## config.mk

```make
export PLATFORM = sky130hd
export DESIGN_NAME = demux1_4_route
export DESIGN_NICKNAME = d
export VERILOG_FILES = /design/src/rtl/demux1_4_route.sv
export SDC_FILE = /design/constraint.sdc
export NUM_CORES = 1
export LEC_CHECK = 0
export BUFFER_PORTS_ARGS = -buffer_cell sky130_fd_sc_hd__buf_4
export CAP_MARGIN = 20
export CORE_ASPECT_RATIO = 0.75
export CORE_MARGIN = 10
export CORE_UTILIZATION = 51
export CTS_CLUSTER_DIAMETER = 60
export DETAILED_ROUTE_END_ITERATION = 16
export PLACE_DENSITY_LB_ADDON = 0.08
export SLEW_MARGIN = 5
export SYNTH_ARGS = -nofsm -noshare
export SYNTH_HDL_FRONTEND = slang
export SYNTH_SLANG_ARGS = --single-unit
```

## constraint.sdc

```tcl
create_clock -name clk -period 2.1 [get_ports clk]
set_clock_uncertainty 0.15 [all_clocks]
set_input_delay 0.105 -clock clk [delete_from_list [all_inputs] [get_ports clk]]
set_output_delay 0.105 -clock clk [all_outputs]
set_load 0.03 [all_outputs]
```

## src/rtl/demux1_4_route.sv

```systemverilog
// 1-to-4 valid/ready demultiplexer.
// Each channel has a one-word holding register and a delivery counter.
module demux1_4_route #(
  parameter int CNT_W = 8
) (
  input  logic             clk,
  input  logic             rst_n,
  input  logic [31:0]      in_data,
  input  logic [1:0]       in_sel,
  input  logic             in_valid,
  output logic             in_ready,
  output logic [31:0]      out_data0,
  output logic [31:0]      out_data1,
  output logic [31:0]      out_data2,
  output logic [31:0]      out_data3,
  output logic [3:0]       out_valid,
  input  logic [3:0]       out_ready,
  output logic [CNT_W-1:0] cnt0,
  output logic [CNT_W-1:0] cnt1,
  output logic [CNT_W-1:0] cnt2,
  output logic [CNT_W-1:0] cnt3
);

  typedef enum logic {
    EMPTY = 1'b0,
    FULL  = 1'b1
  } ch_state_e;

  ch_state_e        r_state [4];
  logic [31:0]      r_data  [4];
  logic [CNT_W-1:0] r_cnt   [4];

  logic       w_accept;
  logic [3:0] w_load;
  logic [3:0] w_deliv;

  assign in_ready = ~out_valid[in_sel] | out_ready[in_sel];
  assign w_accept = in_valid & in_ready;

  always_comb begin
    w_load = 4'b0000;
    unique case (1'b1)
      (in_sel == 2'd0): w_load[0] = w_accept;
      (in_sel == 2'd1): w_load[1] = w_accept;
      (in_sel == 2'd2): w_load[2] = w_accept;
      (in_sel == 2'd3): w_load[3] = w_accept;
    endcase
  end

  for (genvar k = 0; k < 4; k++) begin : g_ch
    assign out_valid[k] = (r_state[k] == FULL);
    assign w_deliv[k]   = out_valid[k] & out_ready[k];

    // A same-edge load wins over delivery so the channel stays FULL.
    always_ff @(posedge clk or negedge rst_n) begin
      if (!rst_n) begin
        r_state[k] <= EMPTY;
        r_data[k]  <= '0;
        r_cnt[k]   <= '0;
      end else begin
        case (r_state[k])
          EMPTY: begin
            if (w_load[k]) begin
              r_data[k]  <= in_data;
              r_state[k] <= FULL;
            end
          end
          FULL: begin
            if (w_load[k]) begin
              r_data[k]  <= in_data;
              r_state[k] <= FULL;
            end else if (out_ready[k]) begin
              r_state[k] <= EMPTY;
            end
          end
          default: r_state[k] <= EMPTY;
        endcase
        if (w_deliv[k]) begin
          r_cnt[k] <= r_cnt[k] + 1'b1;
        end
      end
    end
  end

  assign out_data0 = r_data[0];
  assign out_data1 = r_data[1];
  assign out_data2 = r_data[2];
  assign out_data3 = r_data[3];

  assign cnt0 = r_cnt[0];
  assign cnt1 = r_cnt[1];
  assign cnt2 = r_cnt[2];
  assign cnt3 = r_cnt[3];

endmodule

```

# --- Word level (Yosys, flattened, before mapping) ---
# Index checks and enable logic that the tools add are counted.
word_totals:
  ff_bits: 164
  elab_cells: 60
  out_inout_bits: 165
  inputBits: 41
op_classes:
  n_reduce_logical: 1
  add_sub_neg: 4
  magnitude_cmp: 1
  n_eq_ne: 3
  n_bitwise: 11
  mux: 28
ops:
  columns: ["cell", "n"]
  rows:
  - ["two-way mux 32 bit", 4]
  - ["adder 8 x 1 -> 8 bit, second input constant", 4]
  - ["two-way mux 1 bit", 18]
  - ["one-hot mux 1 bit (2 select lines)", 4]
  - ["AND 1 bit", 5]
  - ["NOT 1 bit", 5]
  - ["binary-select mux 1 bit (select 2 bit)", 2]
  - ["equality test 2 bit, second input constant", 2]
  - ["less-than comparator 2 x 3 -> 1 bit, second input constant", 1]
  - ["equality test 2 x 1 -> 1 bit, second input constant", 1]
  - ["logical NOT 2 bit", 1]
  - ["bitwise OR 1 bit", 1]

# --- Depth between registers and ports, before layout ---
# Gate-level depths: netlist (run 1).
depth:
  depth_word: 8
  mapped_depth: 5
  ltp_nobuf: 4

# --- Least setup slack after synthesis (run 1) ---
# No wires, ideal clock.
synth_timing:
  path_type: "reg-to-reg"
  start: "reg r_state, in the netlist out_valid[1]"
  end: "reg r_data, in the netlist out_data1[1]"
  arrival_time_ns: 1.423
  required_time_ns: 1.825
  path_buffers: 1
  path_stages_with_launch: 5
  period_less_slack_ns: 1.697
  setup_time_ns: 0.125
  setup_slack_ns: 0.403
  path_cell_list: "dfrtp_1 > nand2b_1 > nor3b_4 > buf_6 > mux2_2"
synth_between:
  elab_chain_cells: 6
synth_lines:
  columns: ["item", "line_no", "rtl"]
  rows:
  - ["start, declared", "29", "ch_state_e r_state [4];"]
  - ["start signal, assigned by index", "57", "r_state[k] <= EMPTY;"]
  - ["start signal, assigned by index", "65", "r_state[k] <= FULL;"]
  - ["start signal, assigned by index", "71", "r_state[k] <= FULL;"]
  - ["binary-select mux 1 bit (select 2 bit)", "37", "assign in_ready = ~out_valid[in_sel] | out_ready[in_sel];"]
  - ["two-way mux 1 bit (not written as such)", "37", null]
  - ["NOT 1 bit", "37", null]
  - ["bitwise OR 1 bit", "37", null]
  - ["AND 1 bit", "38", "assign w_accept = in_valid & in_ready;"]
  - ["two-way mux 1 bit", "42", "unique case (1'b1)"]
  - ["end signal, assigned by index", "64", "r_data[k] <= in_data;"]
  - ["end signal, assigned by index", "70", "r_data[k] <= in_data;"]
  - ["end, declared", "30", "logic [31:0] r_data [4];"]
# Every way passes these cells. The select of a mux whose other input is x is not followed.
# A chain may end at the register's enable or synchronous reset.

# --- Worst setup path after layout (run 1) ---
layout_timing:
  start: "in out_ready[0]"
  end: "out in_ready"
layout_between:
  elab_chain_cells: 3
layout_lines:
  columns: ["item", "line_no", "rtl"]
  rows:
  - ["start, declared", "17", "input logic [3:0] out_ready,"]
  - ["binary-select mux 1 bit (select 2 bit)", "37", null]
  - ["two-way mux 1 bit (not written as such)", "37", null]
  - ["bitwise OR 1 bit", "37", null]
  - ["end, declared", "11", "output logic in_ready,"]
# Every way passes these cells. The select of a mux whose other input is x is not followed.

==> insert_results.sql, run 1 <==
INSERT INTO impl_metrics (metric_group, metric, value, unit) VALUES
('outcome', 'run_status', 'finished clean', ''),
('global_route', 'grt_pass1_wl', '26200', 'µm'),
('detailed_routing', 'wl_per_cell', '19.6', 'µm'),
('global_route', 'grt_start_max_net_pins', '59', ''),
('power', 'power.clock.fraction', '0.267', ''),
('detailed_routing', 'drc', '0', ''),
('placed_design', 'detailed_place.area', '0.00812', 'mm²'),
('global_route', 'antenna_found_initial', '2', ''),
('worst_setup_path', 'startpoint', 'out_ready[0]', ''),
('yosys', 'netlist_instances', '401', ''),
('cts', 'root_buffer', 'sky130_fd_sc_hd__clkbuf_16', ''),
('floorplan', 'die_outline_area', '0.0175', 'mm²'),
('yosys', 'synth_nets', '446', ''),
('cells_and_area', 'post-route-cell-area', '0.00909', 'mm²'),
('timing', 'timing.slew.headroom', '0.695', ''),
('worst_setup_path', 'worstPathMaxFanout', '4', ''),
('worst_setup_path', 'worst-setup-path-type', 'in2out', ''),
('cts', 'ctsLongestPathBuffers', '2', ''),
('detailed_routing', 'final_antenna_net_count', '0', ''),
('cts', 'cts_buffers', '17', ''),
('timing', 'setup_viol', '0', ''),
('detailed_routing', 'overall_routed_net_length', '16400', 'µm'),
('timing', 'final.min_clock_period', '1.93', 'ns'),
('cells_and_area', 'layout_commonest_cell', 'sky130_fd_sc_hd__buf_4', ''),
('cells_and_area', 'finish.utilization', '0.741', ''),
('global_route', 'globalRouteMet1Util', '0.232', ''),
('timing', 'slew_violations', '0', ''),
('worst_setup_path', 'timing.rr.start', 'out_valid[3]', ''),
('cts', 'post_cts.resized_instances', '0', ''),
('worst_setup_path', 'crit_path_start_kind', 'primary input', ''),
('timing', 'fin_crit_sh', '0.917', ''),
('cells_and_area', 'layout_cell_share_with_drive_strength_beyond_1', '0.550', ''),
('worst_setup_path', 'worst_ep_required_time', '1.85', 'ns'),
('timing', 'post-route-worst-setup-slack', '0.175', 'ns'),
('timing', 'hold-worst-slack', '0.0202', 'ns'),
('power', 'net_load_switching_power', '3.98', 'mW'),
('power', 'intPower', '7.05', 'mW'),
('yosys', 'synth_top_area_share', '0.642', ''),
('placed_design', 'hpwl', '11900', 'µm'),
('floorplan', 'initial_utilization', '0.521', ''),
('cts', 'h_tree_levels', '4', ''),
('timing', 'rsz_0062_raised_after_global_routing', 'no', ''),
('global_route', 'met3_usage', '0.0991', ''),
('detailed_routing', 'detail_route.first_pass.iterations', '4', ''),
('yosys', 'ys.warnings.count', '0', ''),
('placed_design', 'post-place-ws', '0.417', 'ns'),
('power', 'power.density', '1210', 'mW/mm²'),
('yosys', 'average_footprint_of_a_synthesized_cell', '15.9', 'µm²'),
('global_route', 'gr-usage-all-layers', '0.194', ''),
('worst_setup_path', 'cp_data_arrival_time', '1.67', 'ns'),
('worst_setup_path', 'worstSetupEndpointType', 'primary output', ''),
('power', 'p_leak', '4.28', 'nW'),
('cells_and_area', 'area_delta_synth_final', '42.3', '%'),
('floorplan', 'std_cell_core_area', '0.0123', 'mm²'),
('detailed_routing', 'vias', '4229', ''),
('cts', 'clock_sink_count', '164', ''),
('cells_and_area', 'highest_count_cells_in_the_layout_ignoring_fill_and_taps', 'sky130_fd_sc_hd__buf_4, sky130_fd_sc_hd__dfrtp_1, sky130_fd_sc_hd__mux2_2', ''),
('power', 'power.share.switching', '0.361', ''),
('worst_hold_path', 'kind_of_path_behind_the_tightest_hold_check', 'in2async', ''),
('yosys', 'postSynthRegisterBits', '164', ''),
('floorplan', 'die_h', '117', 'µm'),
('timing', 'timing.setup.tns', '0', 'ns'),
('yosys', 'syn-cell-area', '0.00639', 'mm²'),
('cts', 'clock_tree_from_tritoncts', 'done', ''),
('floorplan', 'placementRows', '35', ''),
('global_route', 'grt_pass1_vias', '4722', ''),
('floorplan', 'die_width', '149', 'µm'),
('power', 'pwr-share-seq', '0.394', ''),
('job', 'drv.max_cap_violation_count', '0', ''),
('global_route', 'grt-ovfl-total', '0', ''),
('detailed_routing', 'avgViaCountPerCell', '5.03', '');
[power groups by stage]
| stage | Clock [mW] | Combinational (mW) | Sequential (mW) |
|---|---|---|---|
| after floorplan | 0 | 0.764 | 5.71 |
| after global placement | 0 | 3.68 | 4.37 |
| after detailed placement | 0 | 3.73 | 4.40 |
| after CTS | 3.00 | 3.80 | 4.35 |
| after global routing | 3.16 | 3.98 | 4.46 |
| final | 2.95 | 3.73 | 4.35 |
[Yosys cell counts]
| cell type | n |
|---|---|
| sky130_fd_sc_hd__nand2_2 | 2 |
| sky130_fd_sc_hd__and3_1 | 6 |
| sky130_fd_sc_hd__nor3_1 | 2 |
| sky130_fd_sc_hd__mux2_2 | 116 |
| sky130_fd_sc_hd__o21ai_0 | 2 |
| sky130_fd_sc_hd__xor2_1 | 8 |
| sky130_fd_sc_hd__mux2_1 | 16 |
| sky130_fd_sc_hd__nor2_1 | 2 |
| sky130_fd_sc_hd__dfrtp_1 | 164 |
| sky130_fd_sc_hd__nor3b_1 | 1 |
| sky130_fd_sc_hd__buf_2 | 1 |
| sky130_fd_sc_hd__and2_1 | 3 |
| sky130_fd_sc_hd__buf_6 | 12 |
| sky130_fd_sc_hd__xnor2_1 | 20 |
| sky130_fd_sc_hd__ha_1 | 4 |
| sky130_fd_sc_hd__nand2_1 | 15 |
| sky130_fd_sc_hd__mux4_1 | 1 |
| sky130_fd_sc_hd__nor2b_1 | 1 |
| sky130_fd_sc_hd__nand3_1 | 3 |
| sky130_fd_sc_hd__clkbuf_1 | 3 |
| sky130_fd_sc_hd__nor4_1 | 1 |
| sky130_fd_sc_hd__nor3b_4 | 2 |
| sky130_fd_sc_hd__nand2b_1 | 4 |
| sky130_fd_sc_hd__nand4_1 | 12 |
[state kept, by name (all words and copies together), names as in the netlist]
name	flops
out_data2	32
out_data1	32
cnt2	8
out_data0	32
out_valid	4
cnt3	8
out_data3	32
cnt0	8
cnt1	8
[repair_timing]
action                     in CTS  in global routing
hold endpoints to repair      288                  0
setup buffers                   0                  0
hold buffers                   40                  0
setup endpoints to repair       0                  0
[worst max-delay path, stage by stage]
cell	delay [ns]
sky130_fd_sc_hd__dlygate4sd3_1	0.55
sky130_fd_sc_hd__buf_4	0.15
sky130_fd_sc_hd__nand2b_1	0.18
sky130_fd_sc_hd__mux4_1	0.50
sky130_fd_sc_hd__buf_4	0.19
[routing by layer]
layer | vias to the layer above | wire length [µm] | share of wire
li1 | 1941 | - | -
met1 | 2138 | 6850 | 0.42
met2 | 134 | 7780 | 0.47
met3 | 16 | 1590 | 0.097
met4 | 0 | 221 | 0.013
met5 | - | 0 | 0
[cells by family after synthesis]
logic type | share of synthesized area
flops | 0.642
fa+ha+maj | 0.00783
buf+inv | 0.0237
simple gates | 0.0494
compound gates | 0.00157
xor+xnor | 0.0384
mux | 0.237
[final cells by class]
| class | instances | area [µm²] | area share |
|---|---|---|---|
| Antenna cell | 2 | 5.00 | 0.000551 |
| Clock buffer | 18 | 439 | 0.0483 |
| Clock inverter | 14 | 129 | 0.0142 |
| Multi-Input combinational cell | 221 | 2140 | 0.236 |
| Sequential cell | 164 | 4100 | 0.451 |
| Tap cell | 166 | 208 | 0.0228 |
| Timing Repair Buffer | 256 | 2060 | 0.227 |
[through the flow]
step	cells	power [mW]
after floorplan	401	6.48
after global placement	767	8.05
after detailed placement	767	8.13
after CTS	839	11.1
after global routing	841	11.6
final	841	11.0
[path summary, 6_finish.rpt]
kind | slack [ns] | to | cells after the start
min in group clk | 0.32 | cnt3[7] | 1
max in group asynchronous | 0.96 | out_data0[31] | 3
worst max register to register | 0.43 | out_data3[5] | 4
worst min-delay path | 0.02 | out_data1[23] | 2
worst max-delay path | 0.17 | in_ready | 5
worst min register to register | 0.32 | cnt3[7] | 1
Power figures use the tool's default switching activity.
==> inputs of run 2 (changes only) <==
GPL_TIMING_DRIVEN = 0   (was default)
PLACE_DENSITY = 0.89   (was default)
PLACE_DENSITY_LB_ADDON = default   (was 0.08)
==> run 2 against run 1 <==
  * Sequential share of layout area fell by 0.52 points
  * Critical path depth unchanged
  * Register-to-register slack worse by 0.18 ns
  * Fmax fell by 2.0%
  * Non-clock buffer count increased by 7
  * Total power increased by 3.3%
  * Count of clock-buffer cells in the layout increased by 2
  * Via count is 2.2% higher
  * Routed wire length grew 5.8%
  * First-iteration DRC count increased by 37%
  * Setup slack lost 0.039 ns
  * Largest cell class unchanged
==> insert_results.sql, run 2 (synthesized netlist as in run 1, its figures left out) <==
INSERT INTO impl_metrics (metric_group, metric, value, unit) VALUES
('timing', 'slew_violations', '0', ''),
('detailed_routing', 'first_iter_violations', '228', ''),
('placed_design', 'detailed_place.area', '0.00817', 'mm²'),
('worst_setup_path', 'cp_data_arrival_time', '1.71', 'ns'),
('worst_setup_path', 'worstSetupEndpointType', 'primary output', ''),
('timing', 'rsz_0062_raised_after_global_routing', 'no', ''),
('cells_and_area', 'area_delta_synth_final', '43.9', '%'),
('power', 'power.density', '1240', 'mW/mm²'),
('timing', 'clock.fmax', '0.509', 'GHz'),
('detailed_routing', 'drc', '0', ''),
('cells_and_area', 'final_net_count', '712', ''),
('cts', 'clock_tree_from_tritoncts', 'done', ''),
('worst_hold_path', 'kind_of_path_behind_the_tightest_hold_check', 'in2async', ''),
('placed_design', 'port_buffers', '205', ''),
('worst_setup_path', 'timing.critical_path.mode_cell', 'sky130_fd_sc_hd__buf_4', ''),
('timing', 'timing.slew.headroom', '0.608', ''),
('global_route', 'grt-ovfl-total', '0', ''),
('placed_design', 'gp_congestion', '0.818', ''),
('worst_setup_path', 'timing.rr.start', 'out_valid[1]', ''),
('worst_setup_path', 'regToRegSetupSlack', '0.25', 'ns'),
('worst_setup_path', 'crit_path_start_kind', 'primary input', ''),
('timing', 'timing.setup.tns', '0', 'ns'),
('worst_setup_path', 'worst_ep_required_time', '1.85', 'ns'),
('floorplan', 'die_outline_area', '0.0175', 'mm²'),
('global_route', 'grt_pass1_wl', '27500', 'µm'),
('floorplan', 'placementRows', '35', ''),
('timing', 'final.min_clock_period', '1.96', 'ns'),
('detailed_routing', 'final_antenna_net_count', '0', ''),
('cts', 'h_tree_levels', '4', ''),
('worst_setup_path', 'startpoint', 'out_ready[0]', ''),
('cts', 'clk-insertion-delay-late', '0.41', 'ns'),
('cells_and_area', 'post-route-cell-area', '0.00920', 'mm²'),
('cts', 'root_buffer', 'sky130_fd_sc_hd__clkbuf_16', ''),
('timing', 'setup_viol', '0', ''),
('floorplan', 'die_h', '117', 'µm'),
('power', 'p_leak', '4.32', 'nW'),
('cts', 'clock_sink_count', '164', ''),
('cts', 'post-cts-setup-buffers', '0', ''),
('timing', 'report.final.hold_viol_count', '0', ''),
('worst_setup_path', 'regToRegEndpoint', 'out_data1[29]', ''),
('detailed_routing', 'detail_route.first_pass.iterations', '4', ''),
('worst_setup_path', 'worst-setup-path-type', 'in2out', ''),
('global_route', 'antenna_found_initial', '0', ''),
('timing', 'post-route-worst-setup-slack', '0.136', 'ns'),
('floorplan', 'std_cell_core_area', '0.0123', 'mm²'),
('cts', 'cts_buffers', '17', ''),
('cells_and_area', 'highest_count_cells_in_the_layout_ignoring_fill_and_taps', 'sky130_fd_sc_hd__buf_4, sky130_fd_sc_hd__dfrtp_1, sky130_fd_sc_hd__mux2_2', ''),
('detailed_routing', 'vias', '4324', ''),
('power', 'total_power', '11.4', 'mW'),
('detailed_routing', 'wl_per_cell', '20.6', 'µm'),
('detailed_routing', 'avgViaCountPerCell', '5.11', ''),
('worst_setup_path', 'timing.reg2reg.worst_path_depth', '4', ''),
('job', 'drv.max_cap_violation_count', '0', ''),
('worst_setup_path', 'worstPathMaxFanout', '4', ''),
('worst_setup_path', 'worst_setup_path_endpoint', 'in_ready', ''),
('power', 'ir_drop', '750', 'µV'),
('placed_design', 'hpwl', '12400', 'µm'),
('worst_setup_path', 'cp_slowest_stage_delay', '0.54', 'ns'),
('worst_setup_path', 'timing.critical_path.cells', 'dlygate4sd3_1 -> buf_4 -> nand2b_1 -> mux4_1 -> buf_4', ''),
('floorplan', 'num_io_pins', '206', ''),
('timing', 'fin_crit_sh', '0.935', ''),
('timing', 'worstMarginPinSlew', '0.588', 'ns'),
('global_route', 'grt_pass1_vias', '4821', ''),
('cells_and_area', 'n_antenna_cell', '0', ''),
('global_route', 'gr-usage-all-layers', '0.202', ''),
('cts', 'ctsLongestPathBuffers', '2', ''),
('cells_and_area', 'layout_commonest_cell', 'sky130_fd_sc_hd__buf_4', ''),
('global_route', 'grt_start_max_net_pins', '118', ''),
('cts', 'worst_setup_hold_path_clk_slew', '0.06', 'ns'),
('worst_setup_path', 'critPathSlowestCell', 'sky130_fd_sc_hd__dlygate4sd3_1', ''),
('floorplan', 'die_width', '149', 'µm'),
('outcome', 'run_status', 'finished clean', ''),
('detailed_routing', 'overall_routed_net_length', '17400', 'µm'),
('floorplan', 'initial_utilization', '0.521', ''),
('placed_design', 'post-place-ws', '0.267', 'ns'),
('cells_and_area', 'layout_cell_share_with_drive_strength_beyond_1', '0.541', '');
==> run 2: cell types whose count changed in the layout (fill, tap and decap cells not counted), sizes merged <==
cell and delta:
buf +3, dlygate4sd3 +1, inv -1, clkbuf +5, diode -2, bufinv +3, clkinv -4
==> run 2: final cells by class <==
type,instances,area [µm²]
flip-flops and latches,164,4100
fillers,745,3070
multi-input cells,221,2130
repair buffers,247,1980
clock buffers,20,437
well taps,166,208
clock inverters,12,179
plain buffers,16,151
==> run 2: report_power, final <==
group	internal, mW	total, mW	switching, mW
sequential	3.85	4.38	0.526
combinational	1.54	3.78	2.24
clock	2.00	3.24	1.24
total	7.39	11.4	4.01
==> run 2: worst max-delay path, delay by kind of cell <==
kind / cells / cell delay [ns]
multiplexers: 1 / 0.53
buffers and inverters: 3 / 0.88
AND/OR/NAND/NOR: 1 / 0.19
==> run 2: through the flow <==
step / utilization / instances / hold WS, ns
after floorplan: - / 401 / -0.341
after global placement: 0.663 / 772 / 0.196
after detailed placement: 0.666 / 773 / -0.126
after global routing: 0.750 / 846 / 0.0682
final: 0.750 / 846 / 0.0434
after CTS: 0.750 / 846 / 0.0320
==> run 2: how the worst min path moves through the flow <==
| stage | from | endpoint | slack [ns] | depth (start not counted) |
|---|---|---|---|---|
| after floorplan | rst_n | cnt0[0] | -0.34 | 0 |
| after global placement | in_data[30] | out_data2[30] | 0.20 | 2 |
| after detailed placement | rst_n | cnt3[7] | -0.13 | 1 |
| after CTS | rst_n | cnt3[7] | 0.03 | 2 |
| after global routing | rst_n | cnt3[7] | 0.07 | 2 |
| final | rst_n | cnt3[7] | 0.04 | 2 |
==> run 2: what timing repair did <==
| action | CTS | global route |
|---|---|---|
| hold endpoints to repair | 299 | 0 |
| resized for setup | 0 | 0 |
| hold buffers | 41 | 0 |
==> run 2: layer usage <==
layer / track usage / up-vias / part of all wire
met4: 0.0789 / 0 / 0.028
met5: 0 / - / 0
met2: 0.336 / 149 / 0.50
met1: 0.233 / 2199 / 0.40
met3: 0.0784 / 32 / 0.079
li1: - / 1944 / -
